`src/rtl/event_tagger_array.sv`:
```
// Multi-channel time tagger: synchronised strobe/level inputs are stamped with a
// free-running counter and emitted one record at a time through a ready/ack stage.
module event_tagger_array #(
    parameter int N_CH    = 4,
    parameter int N_DELTA = 4,
    parameter int TS_W    = 36,
    parameter int ADDR    = 1,
    localparam int REC_W  = TS_W + N_CH + N_DELTA + 2
) (
    input  logic               clk,
    input  logic               reset,
    input  logic [N_CH-1:0]    strobe_in,
    input  logic [N_DELTA-1:0] delta_in,
    input  logic [7:0]         reg_addr,
    input  logic [7:0]         reg_data,
    input  logic               reg_we,
    input  logic               data_ack,
    output logic               operate,
    output logic               data_rdy,
    output logic [REC_W-1:0]   data
);
    localparam logic [7:0] A_CTRL  = 8'(ADDR);
    localparam logic [7:0] A_SMASK = 8'(ADDR + 1);
    localparam logic [7:0] A_DMASK = 8'(ADDR + 2);

    logic               r_capture_en;
    logic               r_counter_en;
    logic [N_CH-1:0]    r_strobe_mask;
    logic [N_DELTA-1:0] r_delta_mask;
    logic [TS_W-1:0]    r_cnt;
    logic [N_CH-1:0]    r_s1, r_s2, r_s3;
    logic [N_DELTA-1:0] r_d1, r_d2, r_d3;
    logic               r_lost_pend;
    logic               r_rdy;
    logic [REC_W-1:0]   r_data;

    logic               w_wr_ctrl;
    logic               w_cnt_clr;
    logic [N_CH-1:0]    w_strobe_ev;
    logic [N_DELTA-1:0] w_delta_ev;
    logic               w_wrap;
    logic               w_event;
    logic               w_slot_free;
    logic               w_unused;

    assign w_wr_ctrl   = reg_we && (reg_addr == A_CTRL);
    // counter_reset is never stored: it acts on the write edge itself
    assign w_cnt_clr   = w_wr_ctrl && reg_data[2];
    assign w_strobe_ev = r_s2 & ~r_s3 & r_strobe_mask;
    assign w_delta_ev  = (r_d2 ^ r_d3) & r_delta_mask;
    assign w_wrap      = r_capture_en && r_counter_en && (&r_cnt) && !w_cnt_clr;
    assign w_event     = r_capture_en && ((|w_strobe_ev) || (|w_delta_ev) || w_wrap);
    assign w_slot_free = !r_rdy || data_ack;
    assign w_unused    = ^reg_data;

    assign operate  = r_capture_en && r_counter_en;
    assign data_rdy = r_rdy;
    assign data     = r_data;

    always_ff @(posedge clk or posedge reset) begin
        if (reset) begin
            r_capture_en  <= 1'b0;
            r_counter_en  <= 1'b0;
            r_strobe_mask <= '0;
            r_delta_mask  <= '0;
        end else if (reg_we) begin
            if (reg_addr == A_CTRL) begin
                r_capture_en <= reg_data[0];
                r_counter_en <= reg_data[1];
            end
            if (reg_addr == A_SMASK) r_strobe_mask <= reg_data[N_CH-1:0];
            if (reg_addr == A_DMASK) r_delta_mask  <= reg_data[N_DELTA-1:0];
        end
    end

    always_ff @(posedge clk or posedge reset) begin
        if (reset) begin
            r_cnt <= '0;
        end else if (w_cnt_clr) begin
            r_cnt <= '0;
        end else if (r_counter_en) begin
            r_cnt <= r_cnt + TS_W'(1);
        end
    end

    // two synchroniser flops, third flop holds the previous level for edge detect
    always_ff @(posedge clk or posedge reset) begin
        if (reset) begin
            r_s1 <= '0;
            r_s2 <= '0;
            r_s3 <= '0;
            r_d1 <= '0;
            r_d2 <= '0;
            r_d3 <= '0;
        end else begin
            r_s1 <= strobe_in;
            r_s2 <= r_s1;
            r_s3 <= r_s2;
            r_d1 <= delta_in;
            r_d2 <= r_d1;
            r_d3 <= r_d2;
        end
    end

    always_ff @(posedge clk or posedge reset) begin
        if (reset) begin
            r_rdy       <= 1'b0;
            r_data      <= '0;
            r_lost_pend <= 1'b0;
        end else if (w_event) begin
            if (w_slot_free) begin
                r_data      <= {w_wrap, r_lost_pend, r_d2, w_strobe_ev, r_cnt};
                r_rdy       <= 1'b1;
                r_lost_pend <= 1'b0;
            end else begin
                r_lost_pend <= 1'b1;
            end
        end else if (data_ack) begin
            r_rdy <= 1'b0;
        end
    end
endmodule
```
`config.mk`:
```
export PLATFORM = sky130hd
export DESIGN_NAME = event_tagger_array
export DESIGN_NICKNAME = d
export VERILOG_FILES = /design/src/rtl/event_tagger_array.sv
export SDC_FILE = /design/constraint.sdc
export NUM_CORES = 1
export LEC_CHECK = 0
export ABC_AREA = 0
export BUFFER_PORTS_ARGS = -buffer_cell sky130_fd_sc_hd__buf_2
export CAP_MARGIN = 20
export CORE_MARGIN = 1.5
export CORE_UTILIZATION = 45
export CTS_CLUSTER_SIZE = 16
export DETAILED_ROUTE_END_ITERATION = 12
export PLACE_DENSITY_LB_ADDON = 0.3
export SETUP_SLACK_MARGIN = 0.15
export SLEW_MARGIN = 20
export SYNTH_ARGS = -nofsm -noshare
export SYNTH_HDL_FRONTEND = slang
export SYNTH_SLANG_ARGS = --single-unit
```
`constraint.sdc`:
```
create_clock -name clk -period 5.7 [get_ports clk]
set_clock_uncertainty 0.15 [all_clocks]
set_input_delay 1.71 -clock clk [delete_from_list [all_inputs] [get_ports clk]]
set_output_delay 1.71 -clock clk [all_outputs]
set_load 0.02 [all_outputs]
```
==> results of run 1 <==
==> report_power, final <==
part / switching, uW / internal [uW] / total, uW
clock network: 375 / 698 / 1070
registers: 123 / 951 / 1070
logic: 221 / 145 / 366
total: 719 / 1790 / 2510
==> final cells by class <==
| cell class | count | area share [%] |
|---|---|---|
| Clock inverter | 11 | 2.52 |
| Sequential cell | 118 | 49.6 |
| Timing Repair Buffer | 76 | 6.60 |
| Inverter | 6 | 0.463 |
| Tap cell | 136 | 2.86 |
| Clock buffer | 20 | 7.65 |
| Multi-Input combinational cell | 244 | 30.3 |
==> cell usage in the layout, fill, tap and decap left out, types with 2 or more instances in the layout <==
cell type / instances
a21oi_1: 10
a22oi_1: 2
and2_1: 3
and3_1: 3
and3b_1: 5
and4_1: 3
buf_2: 71
buf_4: 5
bufinv_16: 3
clkbuf_16: 16
clkbuf_8: 4
clkinv_4: 2
clkinvlp_4: 5
dfrtp_1: 118
inv_1: 5
mux2_1: 40
mux2_2: 15
mux2i_1: 2
nand2_1: 14
nand2b_1: 2
nand3_1: 17
nand4_1: 16
nor2_1: 32
nor3_1: 6
nor4_1: 8
o21ai_0: 10
o31ai_1: 2
or3_1: 10
or4_1: 5
xnor2_1: 16
xor2_1: 12
==> stage by stage <==
stage / hold slack [ns] / worst slack (ns) / power [uW] / utilization, % / area (um2)
after floorplan: 0.181 / 0.711 / 1320 / - / 4840
after global placement: 0.182 / 1.26 / 1440 / 51.5 / 5340
after detailed placement: 0.185 / 1.22 / 1450 / 51.5 / 5340
after CTS: 0.199 / 1.76 / 2530 / 57.4 / 5950
after global routing: 0.209 / 1.66 / 2630 / 57.4 / 5950
final: 0.198 / 1.76 / 2510 / 57.4 / 5950
==> worst max-delay path: stages <==
cell and delay [ns]:
buf_2 0.09, or4b_1 0.68, nor3b_2 0.23, buf_4 0.27
and4b_1 0.30, o21ai_4 0.15, buf_4 0.34, mux2_1 0.38
==> per-layer routing <==
| metal | share of wire (%) | vias to the layer above | routed length (um) |
|---|---|---|---|
| li1 | - | 1532 | - |
| met1 | 44 | 1659 | 4250 |
| met2 | 49 | 100 | 4690 |
| met3 | 5.9 | 10 | 572 |
| met4 | 1.5 | 0 | 144 |
| met5 | 0 | - | 0 |
==> kinds of logic after synthesis <==
| family | after synthesis | share of synthesized area, % |
|---|---|---|
| multiplexers | 57 | 13.2 |
| buffers and inverters | 17 | 1.96 |
| AO/OA/AOI/OAI | 28 | 3.82 |
| flip-flops | 118 | 61.0 |
| XOR/XNOR | 28 | 5.06 |
| adder cells (fa/ha/maj) | 1 | 0.258 |
| AND/OR/NAND/NOR | 130 | 14.7 |
==> worst max path at each step <==
| stage | start | end | slack [ns] | cells after the start |
|---|---|---|---|---|
| 3_3_place_gp | reg_addr[4] | data[11]$_DFFE_PP0P_ | 1.26 | 8 |
| 5_1_grt | reg_addr[4] | data[11]$_DFFE_PP0P_ | 1.66 | 8 |
| 2_1_floorplan | reset | data[0]$_DFFE_PP0P_ | 0.71 | 1 |
| 4_1_cts | reg_addr[4] | data[35]$_DFFE_PP0P_ | 1.76 | 8 |
| 6_report | reg_addr[4] | data[35]$_DFFE_PP0P_ | 1.76 | 8 |
| 3_5_place_dp | reg_addr[4] | data[8]$_DFFE_PP0P_ | 1.22 | 8 |
==> results.json, run 1 <==
{
  "status": "completed",
  "worst_setup_path_start_kind": "input port",
  "cts_buffers": 17,
  "setup_viol": 0,
  "multi_input_area_mm2": 0.00180,
  "dp.final_hpwl_um": 6590,
  "tightest_slew_ns": 0.796,
  "num_vias": 3301,
  "synth_top_flop_cell": "dfrtp_1",
  "regToRegStartpoint": "r_cnt[1]$_DFFE_PP0P_",
  "portBuffers": 71,
  "grt_pass1_vias": 3407,
  "critical_path.endpoint_type": "flop",
  "grt_max_degree": 94,
  "drive_above_1_share_pct": 27.2,
  "die_y_um": 107,
  "synth.most_common_cell": "dfrtp_1",
  "globalRouteOverflowTotal": 0,
  "relSlewSlack_pct": 46.9,
  "routabilityCongestion": 0.788,
  "synth_seq_cells": 118,
  "wl_per_cell_um": 15.8,
  "drt_iter0_drc": 187,
  "post-synth-top-area-fraction_pct": 61.0,
  "ff2ff_path_depth": 7,
  "synth_seq_area_share_pct": 61.0,
  "drc": 0,
  "maxCapViolCount": 0,
  "first_pass_iters": 4,
  "rsz0062_at_grt": "false",
  "dpl.cell_count": 580,
  "antenna_found_initial": 0,
  "cts_setup_buffers": 0,
  "area.sequential_mm2": 0.00295,
  "clk_pin_slew_worst_paths_ns": 0.06,
  "clock_sinks": 118,
  "syn_area_mm2": 0.00484,
  "root_buffer": "clkbuf_8",
  "area_delta_synth_final_pct": 22.9,
  "n_fill_cell": 900,
  "worstPathArrival_ns": 4.19,
  "hold_path.class": "reg -> reg",
  "clock_path_buffers": 2,
  "num_antenna_cells": 0,
  "drv_slew": 0,
  "met3_usage_pct": 5.71,
  "ff2ff_setup_slack_ns": 3.06,
  "path_class": "in -> reg",
  "finalCritPeriodShare_pct": 69.1,
  "fp-row-count": 37,
  "crit_required_ns": 5.95,
  "synth-edff-count": 0,
  "finalHoldViolCount": 0,
  "synthCells": 379,
  "min_period_ns": 3.94,
  "cts_resized": 0,
  "grt_pass1_wl_um": 16700,
  "coreArea_mm2": 0.0104,
  "track_usage_pct": 19.5,
  "min_from": "r_s1[0]$_DFF_PP0_",
  "fin_tns_setup_ns": 0,
  "cts_hold_buffers": 0,
  "wirelength_um": 9660,
  "cp_max_fo": 28,
  "ir_worst_vdd_v": 0.000202,
  "yosysTopAreaCell": "dfrtp_1",
  "max_freq_mhz": 254,
  "synth_area_leaders": "dfrtp_1 61%, mux2_1 9.3%, mux2_2 3.5%",
  "clk-insertion-delay-late_ns": 0.53,
  "dieArea_mm2": 0.0114,
  "floorplan.initialDensity_pct": 46.7,
  "vias_per_cell": 5.40,
  "reg2reg_to": "data[35]$_DFFE_PP0P_",
  "yosysUniqueCellTypes": 38,
  "synth.avg_cell_area_um2": 12.8,
  "htreeDepth": 4,
  "p_per_area_mw_per_mm2": 422,
  "synth_fp_nets": 408,
  "holdPathStages": 0,
  "grtUsageMet2_pct": 30.8,
  "dieWidth_um": 107,
  "busiest_layer": "met2",
  "whs_endpoint": "r_s2[0]$_DFF_PP0_",
  "ant_nets": 0,
  "cts_tree": "built",
  "p_leak_uw": 0.00286,
  "largest_reg_flops": 46,
  "ioPinCount": 76,
  "fin_cells": 611,
  "synthTopCellsByCount": "118 x dfrtp_1, 40 x mux2_1, 32 x nor2_1",
  "async_reset_ff_share_pct": 100,
  "nNetsFinal": 492,
  "yosysWarnings": 0,
  "met1_usage_pct": 24.9
}
(Power assumes the default switching activity.)
==> run 2, diff against run 1 <==
==> constraint.sdc (replaced) <==
create_clock -name clk -period 3.45 [get_ports clk]
set_clock_uncertainty 0.15 [all_clocks]
set_input_delay 1.035 -clock clk [delete_from_list [all_inputs] [get_ports clk]]
set_output_delay 1.035 -clock clk [all_outputs]
set_load 0.02 [all_outputs]
==> run 2 against run 1 <==
Net effect:
- first-iteration DRC count is 4.3% higher
- non-clock buffer count is 2 higher
- critical path depth is 1 lower
- cell area is 0.48% higher
- cell count is 0.49% higher
- worst hold slack better by 0.0017 ns
- flip-flop and latch count stayed put
- utilization is 0.28 points higher
- via count is 0.21% lower
- critical path type unchanged
- largest cell class unchanged
==> results.json, run 2 (synthesized netlist as in run 1, its figures left out) <==
{
  "ant_nets": 0,
  "met3_usage_pct": 5.59,
  "vias_per_cell": 5.36,
  "dp_slack_ns": 0.0832,
  "maxCapViolCount": 0,
  "track_usage_pct": 18.2,
  "cp_max_fo": 28,
  "ir_worst_vdd_v": 0.000390,
  "busiest_layer": "met2",
  "area_delta_synth_final_pct": 23.5,
  "setup_ws_ns": 0.620,
  "cts_buffers": 17,
  "hold_path.class": "reg -> reg",
  "worstPathArrival_ns": 3.07,
  "cts_tree": "built",
  "power_switching_uw": 1230,
  "layout_common_cells": "118 x dfrtp_1, 71 x buf_2, 40 x mux2_1",
  "cts_hold_buffers": 0,
  "coreArea_mm2": 0.0104,
  "nNetsFinal": 494,
  "seqPwrFrac_pct": 43.4,
  "ff2ff_setup_slack_ns": 0.97,
  "globalRouteOverflowTotal": 0,
  "drv_slew": 0,
  "first_pass_iters": 4,
  "min_period_ns": 2.83,
  "p_per_area_mw_per_mm2": 683,
  "floorplan.initialDensity_pct": 46.7,
  "num_vias": 3294,
  "largest_reg_flops": 46,
  "worst_setup_path_start_kind": "input port",
  "clk_pin_slew_worst_paths_ns": 0.06,
  "grt_pass1_wl_um": 16000,
  "finalCritPeriodShare_pct": 82.0,
  "fp-row-count": 37,
  "crit_required_ns": 3.69,
  "antenna_found_initial": 0,
  "cp_top_family": "simple AND/OR/NAND/NOR gates",
  "num_antenna_cells": 0,
  "drt_iter0_drc": 195,
  "dp.final_hpwl_um": 6340,
  "drc": 0,
  "path_class": "in -> reg",
  "die_y_um": 107,
  "p_clk_share_pct": 41.8,
  "critical_path.endpoint_type": "flop",
  "max_freq_mhz": 353,
  "grt_max_degree": 119,
  "finalHoldViolCount": 0,
  "wl_per_cell_um": 15.4,
  "grtUsageMet2_pct": 26.8,
  "grt_pass1_vias": 3288,
  "comb_power_share_pct": 14.8,
  "cts_resized": 0,
  "dieArea_mm2": 0.0114,
  "slowest_delay_ns": 0.63,
  "drive_above_1_share_pct": 27.6,
  "fin_tns_setup_ns": 0,
  "htreeDepth": 4,
  "swShare_pct": 30.1,
  "slowest_stage": "or4b_1",
  "root_buffer": "clkbuf_8",
  "ioPinCount": 76,
  "wirelength_um": 9460,
  "path_cells": "buf_2 -> or4b_1 -> nor3b_2 -> and4b_1 -> o21ai_4 -> buf_12 -> mux2_2",
  "met1_usage_pct": 25.1,
  "routabilityCongestion": 0.796,
  "intPower_uw": 2850,
  "p_leak_uw": 0.00289,
  "clock_path_buffers": 2,
  "status": "completed",
  "rsz0062_at_grt": "false",
  "dieWidth_um": 107,
  "cp.buffers_inverters": 2,
  "clock_sinks": 118,
  "relSlewSlack_pct": 59.5,
  "setup_viol": 0,
  "portBuffers": 71,
  "clk-insertion-delay-late_ns": 0.51,
  "final_common_cell": "dfrtp_1",
  "tightest_slew_ns": 0.608,
  "cts_setup_buffers": 0
}
-- run 2: changes by cell type in the layout (fill, tap and decap cells not counted) --
cell | previous run | this run
buf_12 | 0 | 3
buf_4 | 5 | 4
bufinv_16 | 3 | 2
clkbuf_8 | 4 | 1
clkinv_4 | 2 | 6
clkinvlp_4 | 5 | 2
inv_6 | 1 | 5
-- run 2: worst paths after layout --
check | depth (start not counted) | to | from
min in group asynchronous | 3 | r_d1[2]$_DFF_PP0_ | reset
worst max-delay path | 7 | data[15]$_DFFE_PP0P_ | reg_addr[4]
worst max register to register | 7 | data[10]$_DFFE_PP0P_ | r_cnt[0]$_DFFE_PP0P_
worst min-delay path | 0 | r_d2[1]$_DFF_PP0_ | r_d1[1]$_DFF_PP0_
max in group asynchronous | 3 | r_counter_en$_DFFE_PP0N_ | reset
worst min register to register | 0 | r_d2[1]$_DFF_PP0_ | r_d1[1]$_DFF_PP0_
-- run 2: per-layer routing --
layer  up-vias  share of wire, %
met5         -                 0
met4         0               1.6
met3        13               4.6
met2        97                47
met1      1637                47
li1       1547                 -
-- run 2: area by class of cell --
cell class / count / area (um2)
multi-input combinational: 244 / 1800
inverter: 6 / 26.3
fill: 898 / 4390
clock inverter: 15 / 169
tap: 136 / 170
clock buffer: 17 / 414
timing repair buffer: 78 / 445
sequential: 118 / 2950
-- run 2: stage by stage --
stage          hold slack [ns]  instances  area (um2)  util, %  total power (uW)
2_1_floorplan            0.181        379        4850        -              2170
3_3_place_gp             0.181        582        5400     52.0              2370
4_1_cts                  0.201        614        5980     57.7              4120
5_1_grt                  0.204        614        5980     57.7              4280
6_report                 0.199        614        5980     57.7              4080
3_5_place_dp             0.186        582        5400     52.0              2400
-- run 2: power by group through the flow --
stage               logic (uW)  clock network, uW  registers (uW)
CTS                        613               1740            1770
global route               673               1800            1810
global placement           592                  0            1780
floorplan                  353                  0            1820
finish                     603               1710            1770
detailed placement         604                  0            1790
